File: src/rtl/seq_match_pkg.sv
// Shared types and default sizing for the serial pattern scanner.
// Holds the controller state encoding, default parameter values and
// helper functions that derive port widths from those parameters.
package seq_match_pkg;

  localparam int unsigned DATA_W_DEF  = 32;
  localparam int unsigned PAT_MAX_DEF = 8;
  localparam int unsigned CNT_W_DEF   = 6;

  typedef enum logic [1:0] {
    ST_IDLE  = 2'd0,
    ST_SHIFT = 2'd1,
    ST_DONE  = 2'd2
  } state_t;

  // Width needed to hold a pattern length of 0..pat_max.
  function automatic int unsigned len_width(input int unsigned pat_max);
    return $clog2(pat_max + 1);
  endfunction

  // Width needed to index bits 0..data_w-1 of the scanned word.
  function automatic int unsigned idx_width(input int unsigned data_w);
    return $clog2(data_w);
  endfunction

  function automatic int unsigned max_u(input int unsigned a, input int unsigned b);
    return (a > b) ? a : b;
  endfunction

endpackage

File: src/rtl/pat_window_match.sv
// Serial window shift register with a length-masked pattern compare.
// Ports:
//   clk        clock
//   serial_bit next stream bit, shifted into the LSB when shift=1
//   shift      advance the window by one bit
//   clear      zero the window (has priority over shift)
//   pattern    right-aligned pattern to compare against
//   pat_len    number of low bits that take part in the compare (0 = never)
//   match_c    combinational: the window after this shift matches
module pat_window_match
  import seq_match_pkg::*;
#(
  parameter  int unsigned PAT_MAX = PAT_MAX_DEF,
  localparam int unsigned LEN_W   = len_width(PAT_MAX)
) (
  input  logic               clk,
  input  logic               serial_bit,
  input  logic               shift,
  input  logic               clear,
  input  logic [PAT_MAX-1:0] pattern,
  input  logic [LEN_W-1:0]   pat_len,
  output logic               match_c
);

  logic [PAT_MAX-1:0] window;
  logic [PAT_MAX-1:0] window_nxt;
  logic [PAT_MAX-1:0] mask;

  // Compare is made against the window as it will be after this bit,
  // so a match is known in the same cycle the bit is consumed.
  always_comb begin
    window_nxt = (window << 1) | PAT_MAX'(serial_bit);
    mask       = '0;
    for (int unsigned i = 0; i < PAT_MAX; i++) begin
      mask[i] = (32'(pat_len) > i);
    end
    match_c = (pat_len != '0) && ((window_nxt & mask) == (pattern & mask));
  end

  always_ff @(posedge clk) begin
    if (clear) begin
      window <= '0;
    end else if (shift) begin
      window <= window_nxt;
    end
  end

endmodule

File: src/rtl/seq_match_scanner.sv
// Scans a latched word MSB-first through a programmable serial pattern
// matcher and summarises the results (count, first position, strobes).
// Ports:
//   clk, rst     clock and synchronous active-high reset
//   start        request a scan (accepted only in IDLE)
//   data_in      word to scan, latched on accepted start
//   pattern      right-aligned pattern, latched on accepted start
//   pat_len      pattern length, clamped to PAT_MAX, latched on start
//   busy         high while bits are being consumed
//   done         one-cycle pulse after the last bit
//   hit          one-cycle strobe per match
//   found        at least one match in the current/last scan
//   match_count  saturating match count
//   first_idx    stream index (0 = MSB) of the last bit of the first match
module seq_match_scanner
  import seq_match_pkg::*;
#(
  parameter  int unsigned DATA_W  = DATA_W_DEF,
  parameter  int unsigned PAT_MAX = PAT_MAX_DEF,
  parameter  int unsigned CNT_W   = CNT_W_DEF,
  localparam int unsigned LEN_W   = len_width(PAT_MAX),
  localparam int unsigned IDX_W   = idx_width(DATA_W)
) (
  input  logic               clk,
  input  logic               rst,
  input  logic               start,
  input  logic [DATA_W-1:0]  data_in,
  input  logic [PAT_MAX-1:0] pattern,
  input  logic [LEN_W-1:0]   pat_len,
  output logic               busy,
  output logic               done,
  output logic               hit,
  output logic               found,
  output logic [CNT_W-1:0]   match_count,
  output logic [IDX_W-1:0]   first_idx
);

  localparam int unsigned CMP_W = max_u(IDX_W + 1, LEN_W);

  state_t             state;
  logic [DATA_W-1:0]  data_q;
  logic [PAT_MAX-1:0] pat_q;
  logic [LEN_W-1:0]   len_q;
  logic [IDX_W-1:0]   bit_idx;
  logic [LEN_W-1:0]   len_clamp;
  logic               accept;
  logic               win_match_c;
  logic               match_ok;

  assign accept    = (state == ST_IDLE) && start;
  assign len_clamp = (pat_len > LEN_W'(PAT_MAX)) ? LEN_W'(PAT_MAX) : pat_len;

  // Window is cleared on reset and on every accepted start so that a new
  // scan never sees bits left over from the previous word.
  pat_window_match #(
    .PAT_MAX (PAT_MAX)
  ) u_window (
    .clk        (clk),
    .serial_bit (data_q[DATA_W-1]),
    .shift      (state == ST_SHIFT),
    .clear      (rst || accept),
    .pattern    (pat_q),
    .pat_len    (len_q),
    .match_c    (win_match_c)
  );

  // A match only counts once at least pat_len bits have entered the window.
  assign match_ok = win_match_c &&
                    ((CMP_W'(bit_idx) + CMP_W'(1)) >= CMP_W'(len_q));

  // Controller FSM with registered outputs.
  always_ff @(posedge clk) begin
    if (rst) begin
      state       <= ST_IDLE;
      data_q      <= '0;
      pat_q       <= '0;
      len_q       <= '0;
      bit_idx     <= '0;
      busy        <= 1'b0;
      done        <= 1'b0;
      hit         <= 1'b0;
      found       <= 1'b0;
      match_count <= '0;
      first_idx   <= '0;
    end else begin
      hit  <= 1'b0;
      done <= 1'b0;
      case (state)
        ST_IDLE: begin
          if (start) begin
            data_q      <= data_in;
            pat_q       <= pattern;
            len_q       <= len_clamp;
            bit_idx     <= '0;
            found       <= 1'b0;
            match_count <= '0;
            first_idx   <= '0;
            busy        <= 1'b1;
            state       <= ST_SHIFT;
          end
        end
        ST_SHIFT: begin
          data_q  <= data_q << 1;
          bit_idx <= bit_idx + IDX_W'(1);
          if (match_ok) begin
            hit <= 1'b1;
            if (match_count != {CNT_W{1'b1}}) begin
              match_count <= match_count + CNT_W'(1);
            end
            if (!found) begin
              found     <= 1'b1;
              first_idx <= bit_idx;
            end
          end
          if (bit_idx == IDX_W'(DATA_W - 1)) begin
            busy  <= 1'b0;
            done  <= 1'b1;
            state <= ST_DONE;
          end
        end
        ST_DONE: begin
          state <= ST_IDLE;
        end
        default: begin
          state <= ST_IDLE;
        end
      endcase
    end
  end

endmodule

File: config.mk
export PLATFORM = sky130hd
export DESIGN_NAME = seq_match_scanner
export DESIGN_NICKNAME = d
export VERILOG_FILES = /design/src/rtl/seq_match_pkg.sv /design/src/rtl/pat_window_match.sv /design/src/rtl/seq_match_scanner.sv
export SDC_FILE = /design/constraint.sdc
export NUM_CORES = 1
export LEC_CHECK = 0
export CELL_PAD_IN_SITES_DETAIL_PLACEMENT = 0
export CELL_PAD_IN_SITES_GLOBAL_PLACEMENT = 1
export CORE_AREA = 2 2 106 97
export DETAILED_ROUTE_END_ITERATION = 10
export DIE_AREA = 0 0 108 99
export DONT_BUFFER_PORTS = 1
export PLACE_DENSITY_LB_ADDON = 0.2
export SYNTH_ARGS = -nofsm -noshare
export SYNTH_HDL_FRONTEND = slang
export SYNTH_HIERARCHICAL = 1
export SYNTH_SLANG_ARGS = --single-unit
export TNS_END_PERCENT = 50
File: constraint.sdc
create_clock -name clk -period 2.9 [get_ports clk]
set_input_delay 0.58 -clock clk [delete_from_list [all_inputs] [get_ports clk]]
set_output_delay 0.58 -clock clk [all_outputs]
set_load 0.05 [all_outputs]
# After elaboration in Yosys (flattened, before gate mapping)
# Index checks and enable logic that the tools add are counted.
[classes]
addsub = 3
n_mul = 0
div_mod_pow = 0
n_lt_le_gt_ge = 10
n_eq_ne = 9
n_shift = 0
mux = 23
bitwise = 4
n_reduce_logical = 15
[op_table]
columns = ["cell", "n"]
rows = [
  ["$pmux 32 s2", 1],
  ["$mux 32", 1],
  ["$pmux 5 s2", 2],
  ["$mux 6", 3],
  ["$and 8x8->8", 2],
  ["$gt 4x3->1 const B", 4],
  ["$mux 5", 3],
  ["$pmux 6 s2", 1],
  ["$ne 2x2->1 const B", 5],
  ["$eq 8x8->1", 1],
  ["$gt 4x1->1 const B", 2],
  ["$gt 4x2->1 const B", 2],
  ["$or 8x1->8", 1],
  ["$reduce_and 4->1", 2],
  ["$add 5x1->6 const B", 1],
  ["$add 6x1->6 const B", 1],
  ["$ge 6x4->1", 1],
  ["$mux 1", 6],
  ["$ne 6x6->1 const B", 1],
  ["$reduce_and 2->1", 3],
  ["$reduce_and 3->1", 2],
  ["$add 5x1->5 const B", 1],
  ["$eq 5x5->1 const B", 1],
  ["$gt 4x4->1 const B", 1],
  ["12 further kinds", 16],
]
[word_totals]
reg_bits = 73
latchBits = 0
ram_bits = 0
mem_bits_ro = 0
inputBits = 47
output_inout_bits = 15
wordCells = 76
mem_count = 0

# Depth between registers and ports, before layout
[depth]
word_depth = 7
ltp_mapped = 10
mapped_depth_nobuf = 9

# Cells and area by module
# The synthesis kept the hierarchy.
[modules_own_cells]
columns = ["module", "instances", "cells_each", "area_each_um2", "seq_area_each_um2"]
rows = [
  ["seq_match_scanner", 1, 325, 2885.3, 1321.3],
  ["pat_window_match", 1, 43, 397.9, 140.1],
]

# Worst setup path after synthesis
# OpenSTA, ideal clock, no wires.
[synth_timing]
path_kind = "register to register"
startpoint = "register u_window.window[3]"
endpoint = "register match_count[3]"
setup_ns = 0.070
arrival_ns = 2.359
required_ns = 2.830
path_slack_ns = 0.471
path_stages_with_launch = 10
path_buffers = 0
period_less_slack_ns = 2.429
cell_sequence = "dfxtp_1 -> xor2_1 -> a211oi_1 -> o21ai_1 -> a2111oi_2 -> o21ai_0 -> o22a_1 -> o31a_1 -> or4_1 -> a21oi_1"
[synth_between]
elab_chain_cells = 7
[synth_lines]
columns = ["element", "line_no", "text"]
rows = [
  ["start, declared", "pat_window_match.sv:25", "logic [PAT_MAX-1:0] window;"],
  ["start signal, assigned", "pat_window_match.sv:44", "window <= window_nxt;"],
  ["$or 8x1->8", "pat_window_match.sv:32", "window_nxt = (window << 1) | PAT_MAX'(serial_bit);"],
  ["$and 8x8->8", "pat_window_match.sv:37", "match_c = (pat_len != '0) && ((window_nxt & mask) == (pattern & mask));"],
  ["$eq 8x8->1", "pat_window_match.sv:37", ""],
  ["$logic_and 1x1->1", "pat_window_match.sv:37", ""],
  ["named net win_match_c", "seq_match_scanner.sv:47", "logic win_match_c;"],
  ["$logic_and 1x1->1", "seq_match_scanner.sv:68", "assign match_ok = win_match_c &&"],
  ["$ne 2x2->1 (no source line)", "-", ""],
  ["$reduce_and 4->1 (no source line)", "-", ""],
  ["end signal, assigned", "seq_match_scanner.sv:108", "match_count <= match_count + CNT_W'(1);"],
  ["end, declared", "seq_match_scanner.sv:34", "output logic [CNT_W-1:0] match_count,"],
]
# The timed path passes the listed nets, and every way through them passes these cells.
# A chain may end at the register's enable or synchronous reset.

# Final worst setup path
# Ends and elaborated chain as after synthesis.

==> results.md <==
- Leak: between 1 and 1.5 nW
- Clock buffer depth: 2
- Largest net degree at the start of global routing: 66
- TritonCTS Buffers: 9
- Post-synthesis cell count: 368
- Fin nets: a little over 400
- PortBufs: 0
- Core Area: 9570 µm²
- CP endpoint kind: flip-flop
- Max-Cap Viols: 0
- Die area: approximately 11,000 µm²
- # fillers: 999
- Vias in the first global route: between 2,000 and 3,000
- Critical path class: flip-flop to flip-flop
- Number of synthesized flops with an enable pin: 0
- Setup TNS: 0 ns
- Row count: 34
- Post-Syn Area: 3280 µm²
- Area leader, netlist: dfxtp_1
- Post_cts resized: 0
- Peak Freq: approximately 380 MHz
- Hold Crit Class: input pin to flip-flop
- Final ANT Viol Nets: 0
- Residual DRC count: 0
- Slack of the critical path: roughly 0.28 ns
- Place WS: ~0.12 ns
- Area contributors post-synth: dfxtp_1, mux2i_1, a211oi_1
- P&R area growth vs syn: 9.57%
- Status: finished clean
- First-pass GRT wire length: 12,600 µm
- I/O pins: 62
- Ys Warns: 6
- Worst-path clk slew: around 0.080 ns
- DP HPWL: 4830 µm
- Final setup fails: 0
- Vias/cell: roughly 5.3
- Clock skew: 0.0141 ns
- Count of cell types in the netlist: 41
- Ys async rst share: 0%
- Fin Hold WS: between 0.3 and 0.4 ns
- Area share of the largest cell type after synthesis: about 45%
- Starting DRT DRC Count: 70
- Final period util: ~90%
- Cts hold-fix bufs: 0
- Die Width: approximately 110 µm
- # diodes: 0
- Via count: ~2,600
- Routed WL: ~7400 µm
- Routed len/inst: 15.1 µm
- All-Layer GR Usage: roughly 15%
- Total grt overflow: 0
- Die height: 99 µm
- Final hold vios: 0
- CTS HTree Levels: 3
- CTS sink cnt: 73
- Max VDD drop: 0.207 mV
- RSZ-0062 raised after global routing: no
- Seq cells post-synth: between 70 and 80
- Pre-Repair DR Iteration Count: 4
- GPL Wtd Cong: 0.774
- Critical path required time: between 3 and 4 ns
- Critical path startpoint category: flip-flop
- Worst skew pair latency: 0.35 ns
- Pins Over Slew Limit: 0
- Syn Nets: roughly 420
- Relative slew slack: 47.1%
- Post-synth top flop: dfxtp_1
- CTS tree: built
- WP data arrival: 2.90 ns
- Power per cell area: about 590 nW/µm²
- Synth Area per Inst: between 8 and 9 µm²
- # Post-CTS Setup Buffers: 0
- Clock Tree Root: clkbuf_8
- Initial antenna violation count: 0
- Ratio of cells with drive above 1 in the final layout: between 7 and 8%
- Worst-Margin Slew: about 0.79 ns
- Post-synthesis sequential area ratio: 44.5%
- Initial Utilization: 34.3%
- Crit-path max FO: 15
- Post-route minimum period: between 2 and 3 ns
-- final timing paths --
kind	startpoint	endpoint	slack (ns)	cells after the start
min reg2reg	pat_q[3]	pat_q[3]	0.47	2
min	rst	bit_idx[3]	0.30	1
max reg2reg	u_window/window[3]	match_count[3]	0.28	9
max	u_window/window[3]	match_count[3]	0.28	9
-- cells in the final DEF (no fill, tap or decap), types with 4 or more instances in the layout --
master / n
ha_1: 7
nand2_1: 32
mux2i_1: 38
clkbuf_8: 9
o21ai_0: 10
inv_1: 4
a211oi_1: 34
o211ai_1: 8
nor2_1: 57
nand3b_1: 5
buf_4: 4
xor2_1: 8
a21oi_1: 25
dfxtp_1: 73
nand3_1: 4
-- power by group --
| group | total (mW) | switching (mW) | internal (mW) |
|---|---|---|---|
| clock network | 0.820 | 0.415 | 0.405 |
| logic | 0.209 | 0.119 | 0.0901 |
| registers | 1.11 | 0.0491 | 1.06 |
-- Yosys cell counts, types with 3 or more instances --
library cell and number:
xor2_1 8, ha_1 7, a21oi_1 25, inv_1 4
and2_1 3, a22oi_1 3, mux2i_1 38, buf_2 6
o211ai_1 8, nor2_1 57, nor2b_1 3, or3_1 3
nand2_1 32, buf_1 3, nand2b_1 3, nand3b_1 5
dfxtp_1 73, nand3_1 4, o21ai_0 10, clkbuf_1 15
a211oi_1 34
-- logic make-up (layout without fill, tap and decap cells) --
logic type | after synthesis | in the layout | share of synthesized area (%)
and+or+nand+nor | 119 | 119 | 16.2
buffers and inverters | 29 | 25 | 3.54
xor gates and xnor gates | 10 | 10 | 2.67
muxes | 38 | 38 | 11.6
AOI/OAI and AO/OA | 92 | 92 | 18.8
adders and majority gates | 7 | 7 | 2.67
DFF | 73 | 73 | 44.5
-- per-layer routing --
metal | GRT usage [%] | vias to the layer above | share of wire [%]
met2 | 21.7 | 59 | 42
met3 | 6.75 | 6 | 8.0
li1 | - | 1297 | -
met4 | 4.44 | 0 | 1.0
met1 | 19.6 | 1213 | 49
met5 | 0 | - | 0
-- stage by stage --
stage	std cells	cell area (µm²)	utilization, %	power (mW)
2_1_floorplan	368	3280	-	1.31
3_3_place_gp	474	3380	35.3	1.34
3_5_place_dp	474	3380	35.3	1.34
4_1_cts	490	3580	37.4	2.17
5_1_grt	490	3600	37.6	2.26
6_report	490	3600	37.6	2.14
-- worst max-delay path, stage by stage, from the launching register on --
cell       delay [ns]
dfxtp_1          0.34
xor2_1           0.18
a211oi_1         0.21
o21ai_1          0.14
a2111oi_4        0.40
o21ai_0          0.19
o22a_1           0.23
o31a_2           0.19
or4_1            0.52
a21oi_1          0.15
-- area by class of cell --
type	instances	area, µm²	area share, %
Multi-Input combinational cell	266	1730	48.1
Sequential cell	73	1460	40.6
Timing Repair Buffer	4	30.0	0.835
Inverter	5	18.8	0.522
Clock inverter	7	76.3	2.12
Clock buffer	9	124	3.44
Tap cell	126	158	4.38
-- registers in the layout, summed over array words and instances (netlist names) --
signal	flops
bit_idx	5
busy	1
data_q	32
done	1
first_idx	5
found	1
hit	1
len_q	4
match_count	6
pat_q	8
state	2
u_window/window	7
Power figures use the tool's default switching activity.
